==> config.mk <==
export PLATFORM = sky130hd
export DESIGN_NAME = app_fifo_loopback
export DESIGN_NICKNAME = d
export VERILOG_FILES = /design/src/rtl/app_pkg.sv /design/src/rtl/app_sync_fifo.sv /design/src/rtl/app_fifo_loopback.sv
export SDC_FILE = /design/constraint.sdc
export NUM_CORES = 1
export LEC_CHECK = 0
export ABC_AREA = 0
export CORE_MARGIN = 2
export CORE_UTILIZATION = 54
export CTS_BUF_LIST = sky130_fd_sc_hd__clkbuf_8
export CTS_CLUSTER_DIAMETER = 200
export DETAILED_ROUTE_END_ITERATION = 8
export PLACE_DENSITY_LB_ADDON = 0.25
export SLEW_MARGIN = 20
export SYNTH_ARGS = -nofsm -noshare
export SYNTH_HDL_FRONTEND = slang
export SYNTH_SLANG_ARGS = --single-unit
==> constraint.sdc <==
create_clock -name clk_i -period 5.1 [get_ports clk_i]
set_input_delay 0.765 -clock clk_i [delete_from_list [all_inputs] [get_ports clk_i]]
set_output_delay 0.765 -clock clk_i [all_outputs]
set_load 0.02 [all_outputs]
==> src/rtl/app_pkg.sv <==
// app_pkg: shared mode encodings, ASCII constants and the byte transform
// used by the FIFO loopback application.
package app_pkg;

    typedef enum logic [1:0] {
        MODE_ECHO  = 2'b00,
        MODE_UPPER = 2'b01,
        MODE_LOWER = 2'b10,
        MODE_COUNT = 2'b11
    } mode_e;

    localparam logic [7:0] ASCII_CR    = 8'h0D;
    localparam logic [7:0] ASCII_LF    = 8'h0A;
    localparam logic [7:0] CASE_OFFSET = 8'h20;
    localparam logic [7:0] LOWER_A     = 8'h61;
    localparam logic [7:0] LOWER_Z     = 8'h7A;
    localparam logic [7:0] UPPER_A     = 8'h41;
    localparam logic [7:0] UPPER_Z     = 8'h5A;

    // Case folding applied to a FIFO byte on its way to the output stage.
    function automatic logic [7:0] apply_transform(input mode_e mode, input logic [7:0] b);
        logic [7:0] r;
        r = b;
        case (mode)
            MODE_UPPER: if (b >= LOWER_A && b <= LOWER_Z) r = b - CASE_OFFSET;
            MODE_LOWER: if (b >= UPPER_A && b <= UPPER_Z) r = b + CASE_OFFSET;
            default:    r = b;
        endcase
        return r;
    endfunction

endpackage

==> src/rtl/app_sync_fifo.sv <==
// app_sync_fifo: DEPTH x 8 synchronous FIFO with show-ahead head byte,
// synchronous flush and full/empty/level status. Async active-low reset
// clears pointers and level; storage is left unreset.
module app_sync_fifo #(
    parameter int DEPTH = 16,
    parameter int CNT_W = $clog2(DEPTH) + 1
) (
    input  logic             clk,
    input  logic             rst_n,
    input  logic             push,
    input  logic [7:0]       wr_data,
    input  logic             pop,
    output logic [7:0]       rd_data,
    input  logic             flush,
    output logic             full,
    output logic             empty,
    output logic [CNT_W-1:0] level
);

    localparam int PTR_W = $clog2(DEPTH);

    logic [7:0]       mem [DEPTH];
    logic [PTR_W-1:0] wr_ptr_reg;
    logic [PTR_W-1:0] rd_ptr_reg;
    logic [CNT_W-1:0] level_reg;
    logic             do_push;
    logic             do_pop;

    assign full    = (level_reg == CNT_W'(DEPTH));
    assign empty   = (level_reg == '0);
    assign level   = level_reg;
    assign do_push = push && !full && !flush;
    assign do_pop  = pop && !empty && !flush;
    // Head byte is visible without a pop so the output stage can load and pop on one edge.
    assign rd_data = mem[rd_ptr_reg];

    // Storage write; a flushed cycle writes nothing.
    always_ff @(posedge clk) begin
        if (do_push) begin
            mem[wr_ptr_reg] <= wr_data;
        end
    end

    // Pointers wrap naturally because DEPTH is a power of two.
    always_ff @(posedge clk or negedge rst_n) begin
        if (!rst_n) begin
            wr_ptr_reg <= '0;
            rd_ptr_reg <= '0;
            level_reg  <= '0;
        end else if (flush) begin
            wr_ptr_reg <= '0;
            rd_ptr_reg <= '0;
            level_reg  <= '0;
        end else begin
            if (do_push) wr_ptr_reg <= wr_ptr_reg + PTR_W'(1);
            if (do_pop)  rd_ptr_reg <= rd_ptr_reg + PTR_W'(1);
            case ({do_push, do_pop})
                2'b10:   level_reg <= level_reg + CNT_W'(1);
                2'b01:   level_reg <= level_reg - CNT_W'(1);
                default: level_reg <= level_reg;
            endcase
        end
    end

endmodule

==> src/rtl/app_fifo_loopback.sv <==
// app_fifo_loopback: buffers host OUT bytes in a FIFO and returns them on
// the IN side through a registered output stage, optionally case-folded,
// or streams a free-running byte counter in COUNT mode.
// Build option: APP_CRLF_EN inserts an LF after every CR returned to the host.
module app_fifo_loopback
    import app_pkg::*;
#(
    parameter  int DEPTH = 16,
    localparam int CNT_W = $clog2(DEPTH) + 1
) (
    input  logic             clk_i,
    input  logic             rstn_i,
    input  logic [7:0]       out_data_i,
    input  logic             out_valid_i,
    output logic             out_ready_o,
    output logic [7:0]       in_data_o,
    output logic             in_valid_o,
    input  logic             in_ready_i,
    input  logic [1:0]       mode_i,
    output logic [CNT_W-1:0] level_o
);

    mode_e            mode_reg;
    logic             rdy_en_reg;
    logic             in_valid_reg, in_valid_next;
    logic [7:0]       in_data_reg, in_data_next;
    logic             src_gen_reg, src_gen_next;
    logic [7:0]       gen_reg, gen_next;

    logic             out_free;
    logic             in_xfer;
    logic             count_active;
    logic             count_req;
    logic             fifo_push;
    logic             fifo_pop;
    logic             fifo_flush;
    logic             fifo_full;
    logic             fifo_empty;
    logic [7:0]       fifo_head;
    logic             lf_now;

    assign count_active = (mode_reg == MODE_COUNT);
    assign count_req    = (mode_e'(mode_i) == MODE_COUNT);
    assign out_free     = !in_valid_reg || in_ready_i;
    assign in_xfer      = in_valid_reg && in_ready_i;

    // Ready is held low for the first cycle after reset release via rdy_en_reg.
    assign out_ready_o  = rdy_en_reg && (count_active || !fifo_full);
    assign fifo_push    = out_valid_i && out_ready_o && !count_active;
    // Cleared on the entry edge and kept clear while generating.
    assign fifo_flush   = count_active || (out_free && count_req);

    assign in_valid_o   = in_valid_reg;
    assign in_data_o    = in_data_reg;

    app_sync_fifo #(
        .DEPTH (DEPTH),
        .CNT_W (CNT_W)
    ) u_fifo (
        .clk     (clk_i),
        .rst_n   (rstn_i),
        .push    (fifo_push),
        .wr_data (out_data_i),
        .pop     (fifo_pop),
        .rd_data (fifo_head),
        .flush   (fifo_flush),
        .full    (fifo_full),
        .empty   (fifo_empty),
        .level   (level_o)
    );

`ifdef APP_CRLF_EN
    logic lf_pending_reg;
    logic cr_accept;
    logic lf_take;

    // A returned CR (never a generated byte) requests an LF on the same edge.
    assign cr_accept = in_xfer && !src_gen_reg && (in_data_reg == ASCII_CR);
    assign lf_now    = lf_pending_reg || cr_accept;
    assign lf_take   = out_free && !count_active && !count_req && lf_now;

    // Pending-LF flag survives only when the request could not be served yet.
    always_ff @(posedge clk_i or negedge rstn_i) begin
        if (!rstn_i) begin
            lf_pending_reg <= 1'b0;
        end else if (count_active || (out_free && count_req)) begin
            lf_pending_reg <= 1'b0;
        end else begin
            lf_pending_reg <= lf_now && !lf_take;
        end
    end
`else
    assign lf_now = 1'b0;
`endif

    // Output-stage load selection: generator, inserted LF, or transformed FIFO head.
    always_comb begin
        in_valid_next = in_valid_reg;
        in_data_next  = in_data_reg;
        src_gen_next  = src_gen_reg;
        fifo_pop      = 1'b0;
        gen_next      = gen_reg;
        if (in_xfer && src_gen_reg) begin
            gen_next = gen_reg + 8'd1;
        end
        if (out_free) begin
            in_valid_next = 1'b0;
            if (count_active && count_req) begin
                in_valid_next = 1'b1;
                in_data_next  = gen_next;
                src_gen_next  = 1'b1;
            end else if (!count_active && !count_req) begin
                // Mode transitions spend one idle cycle so no stale byte crosses over.
                if (lf_now) begin
                    in_valid_next = 1'b1;
                    in_data_next  = ASCII_LF;
                    src_gen_next  = 1'b0;
                end else if (!fifo_empty) begin
                    in_valid_next = 1'b1;
                    in_data_next  = apply_transform(mode_reg, fifo_head);
                    src_gen_next  = 1'b0;
                    fifo_pop      = 1'b1;
                end
            end
        end
    end

    // State registers; mode only changes while the output stage is free.
    always_ff @(posedge clk_i or negedge rstn_i) begin
        if (!rstn_i) begin
            mode_reg     <= MODE_ECHO;
            rdy_en_reg   <= 1'b0;
            in_valid_reg <= 1'b0;
            in_data_reg  <= 8'h00;
            src_gen_reg  <= 1'b0;
            gen_reg      <= 8'h00;
        end else begin
            rdy_en_reg   <= 1'b1;
            in_valid_reg <= in_valid_next;
            in_data_reg  <= in_data_next;
            src_gen_reg  <= src_gen_next;
            gen_reg      <= gen_next;
            if (out_free) begin
                mode_reg <= mode_e'(mode_i);
            end
        end
    end

endmodule

==> out/metrics.cfg <==
[synth]
synth.area.mux_share_pct=13.46
synth_ff_type=edfxtp_1
synth-compound-area-share_pct=4.171
seq_area_frac_synth_pct=66.03
synth_area_sq_um=7109
synth_top_family_by_area=multiplexers
synthSimpleGateAreaFrac_pct=8.254
synthCells=446
synth_nets=478
synthAdderAreaFrac_pct=3.273
synth_edf_count=128
synthXorXnorAreaFrac_pct=2.218
ys.warnings.count=0
syn_avg_cell_area_sq_um=15.94
async_flop_share_pct=20.99
synth-seq-cells=162
ys_types=58

[floorplan]
initial_core_util_pct=55.88
core_area_sq_um=12720
dieArea_sq_um=14100
die_h_um=118.7
std_cell_rows=41
dieWidth_um=118.7
ios=29

[setup_path]
r2r_start=u_fifo.rd_ptr_reg[0]
critPathArrivalTime_ps=4040
reg2reg_depth=8
cp_data_required_time_ps=5470
crit_path_end_kind=flip-flop
slowest_delay_ps=940
setup.worst_path.start=u_fifo.rd_ptr_reg[0]
crit_chain=mux4_1 > mux4_2 > inv_1 > ha_1 > and3b_2 > a32oi_1 > or4b_1 > a31oi_1
crit_type=reg2reg
cp-start-kind=flip-flop
cpMaxStageDelayCell=dfrtp_2
crit_fanout=30
crit_buf_inv=1
crit_family=multiplexers
cp.depth=8

[clock_network]
clkTransAtPathRegs_ps=80
cts_buffers=17
root_buffer=clkbuf_8
ctsResizeCount=0
post_cts_buffers=0
clock-sinks=162
clockBufferDepth=2
clkLatencyLatePin_ps=450
cts_tree=yes
htreeDepth=4
ctsHoldBuffers=0

[timing]
period_share_pct=71.88
fin_skew_ps=9.340
drv_slew=0
layout_setup_ws_ps=1434
max_slew.worst_pin.slew_ps=952.4
hold_violations=0
maxSlewHeadroom_pct=36.27
max_freq_ghz=0.2728
setup_violations=0
layout_min_cycle_time_ps=3666
rsz0062_at_grt=false
timing.setup.tns_ps=0

[routing]
wl_met3_um=562
drt_first_pass_iters=4
drtAntennaViolNets=0
wl_met1_um=5942
via_per_inst=5.781
vias=3885
route.met2.wl_um=7137
wire_per_inst_um=20.51
top_layer_used=met4
drc=0
drt_iter0_markers=319
wirelength_um=13790

[placed_design]
gp_congestion=0.8447
port_buffers=28
dpl_cell_area_sq_um=7580
place_ws_ps=1135
dp_hpwl_um=8878

[cells_and_area]
mostFrequentLayoutCells=edfxtp_1 (128), dfrtp_1 (33), nand2_1 (28), clkdlybuf4s50_1 (28), nor2_1 (25)
fin_area_sq_um=7908
fin_util_pct=62.16
antenna_cells=0
drive_gt1_share_pct=13.40
largest_reg_flops=128
area_growth_syn_to_layout_pct=11.23
final_common_cell=edfxtp_1
finalNetCount=519

[power]
finalPower_mw=3.445
p_switching_mw=1.111
p_int_mw=2.335
clkPwrFrac_pct=22.8
power.share.combinational_pct=29.4
power_frac_seq_pct=47.8
ir_worst_vdd_v=0.0001883
p_leak_nw=2.799
p_per_area_nw_per_um2=435.7
swShare_pct=32.24

[global_routing]
grt_usage_pct=20.95
grt_overflow=0
grt_start_max_net_pins=35
grt_pass1_wl_um=21600
antenna_found_initial=0
grt_pass1_vias=3935

[status]
outcome=complete, no violations

[min_path]
worstHoldStart=in_data_o[3]
hold_depth=2
min_path_type=reg2reg

[job]
max_cap_violations=0

tightest hold or removal path: stages (launching register included):
cell     delay [ps]
dfrtp_1         350
nand2_1          50
o21ai_0          70
stage by stage:
step           hold slack (ps)  instances
2_1_floorplan            443.8        446
3_3_place_gp             464.1        640
3_5_place_dp             486.4        640
4_1_cts                  506.4        672
5_1_grt                  523.3        672
6_report                 502.1        672
final timing paths:
path | slack, ps | end
max | 1430 | in_data_o[5]
min | 500 | in_data_o[3]
max reg2reg | 1430 | in_data_o[5]
min reg2reg | 500 | in_data_o[3]
max in group asynchronous | 4050 | u_fifo.rd_ptr_reg[0]
min in group asynchronous | 710 | u_fifo.level[3]
cell families after synthesis:
| logic type | count (synthesis) |
|---|---|
| muxes | 53 |
| other | 1 |
| adders and majority gates | 18 |
| DFF | 162 |
| xor gates and xnor gates | 18 |
| buffers and inverters | 35 |
| AOI/OAI and AO/OA | 44 |
| and+or+nand+nor | 115 |
synthesized netlist by cell type, types with 2 or more instances:
master	count	area [sq um]
and3_1	2	12.51
or3_1	3	18.77
mux4_1	15	394.1
xor2_1	5	43.79
nor3_1	13	65.06
dfrtp_1	34	850.8
edfxtp_1	128	3844
mux4_2	14	315.3
o21ai_1	2	10.01
mux2i_1	18	180.2
clkbuf_1	8	30.03
xnor2_1	13	113.9
nand2_1	28	105.1
buf_6	2	22.52
buf_2	5	25.02
nand4_1	4	25.02
a221oi_1	5	43.79
mux2_2	6	67.56
inv_1	16	60.06
nor2b_1	7	43.79
and2_1	7	43.79
o21ai_0	12	60.06
o22ai_1	3	18.77
a31oi_1	3	18.77
ha_1	17	212.7
a21o_1	2	15.01
nor4_1	3	18.77
a21oi_1	3	15.01
nor2_1	25	93.84
nand3_1	11	55.05
a22oi_1	5	37.54
power by group through the flow:
stage,Combinational (mW),Clock [mW],Sequential [mW]
CTS,1.02,0.805,1.65
global placement,0.987,0,1.67
floorplan,0.731,0,1.66
detailed placement,1.01,0,1.68
global route,1.11,0.864,1.66
finish,1.01,0.786,1.65
metal layers:
layer,up-vias,global-route usage (%)
met5,-,0
met4,0,8.631
met3,10,3.861
met2,79,35.52
met1,1987,26.66
li1,1809,-
area by class of cell:
class                           count  area [sq um]
Multi-Input combinational cell    249          2235
Clock buffer                       17         234.0
Timing Repair Buffer               40         370.4
Inverter                           17         63.81
Clock inverter                     15         93.84
Sequential cell                   162          4696
Fill cell                         979          4815
Tap cell                          172         215.2
No activity file was read; power rests on OpenSTA's default activity.
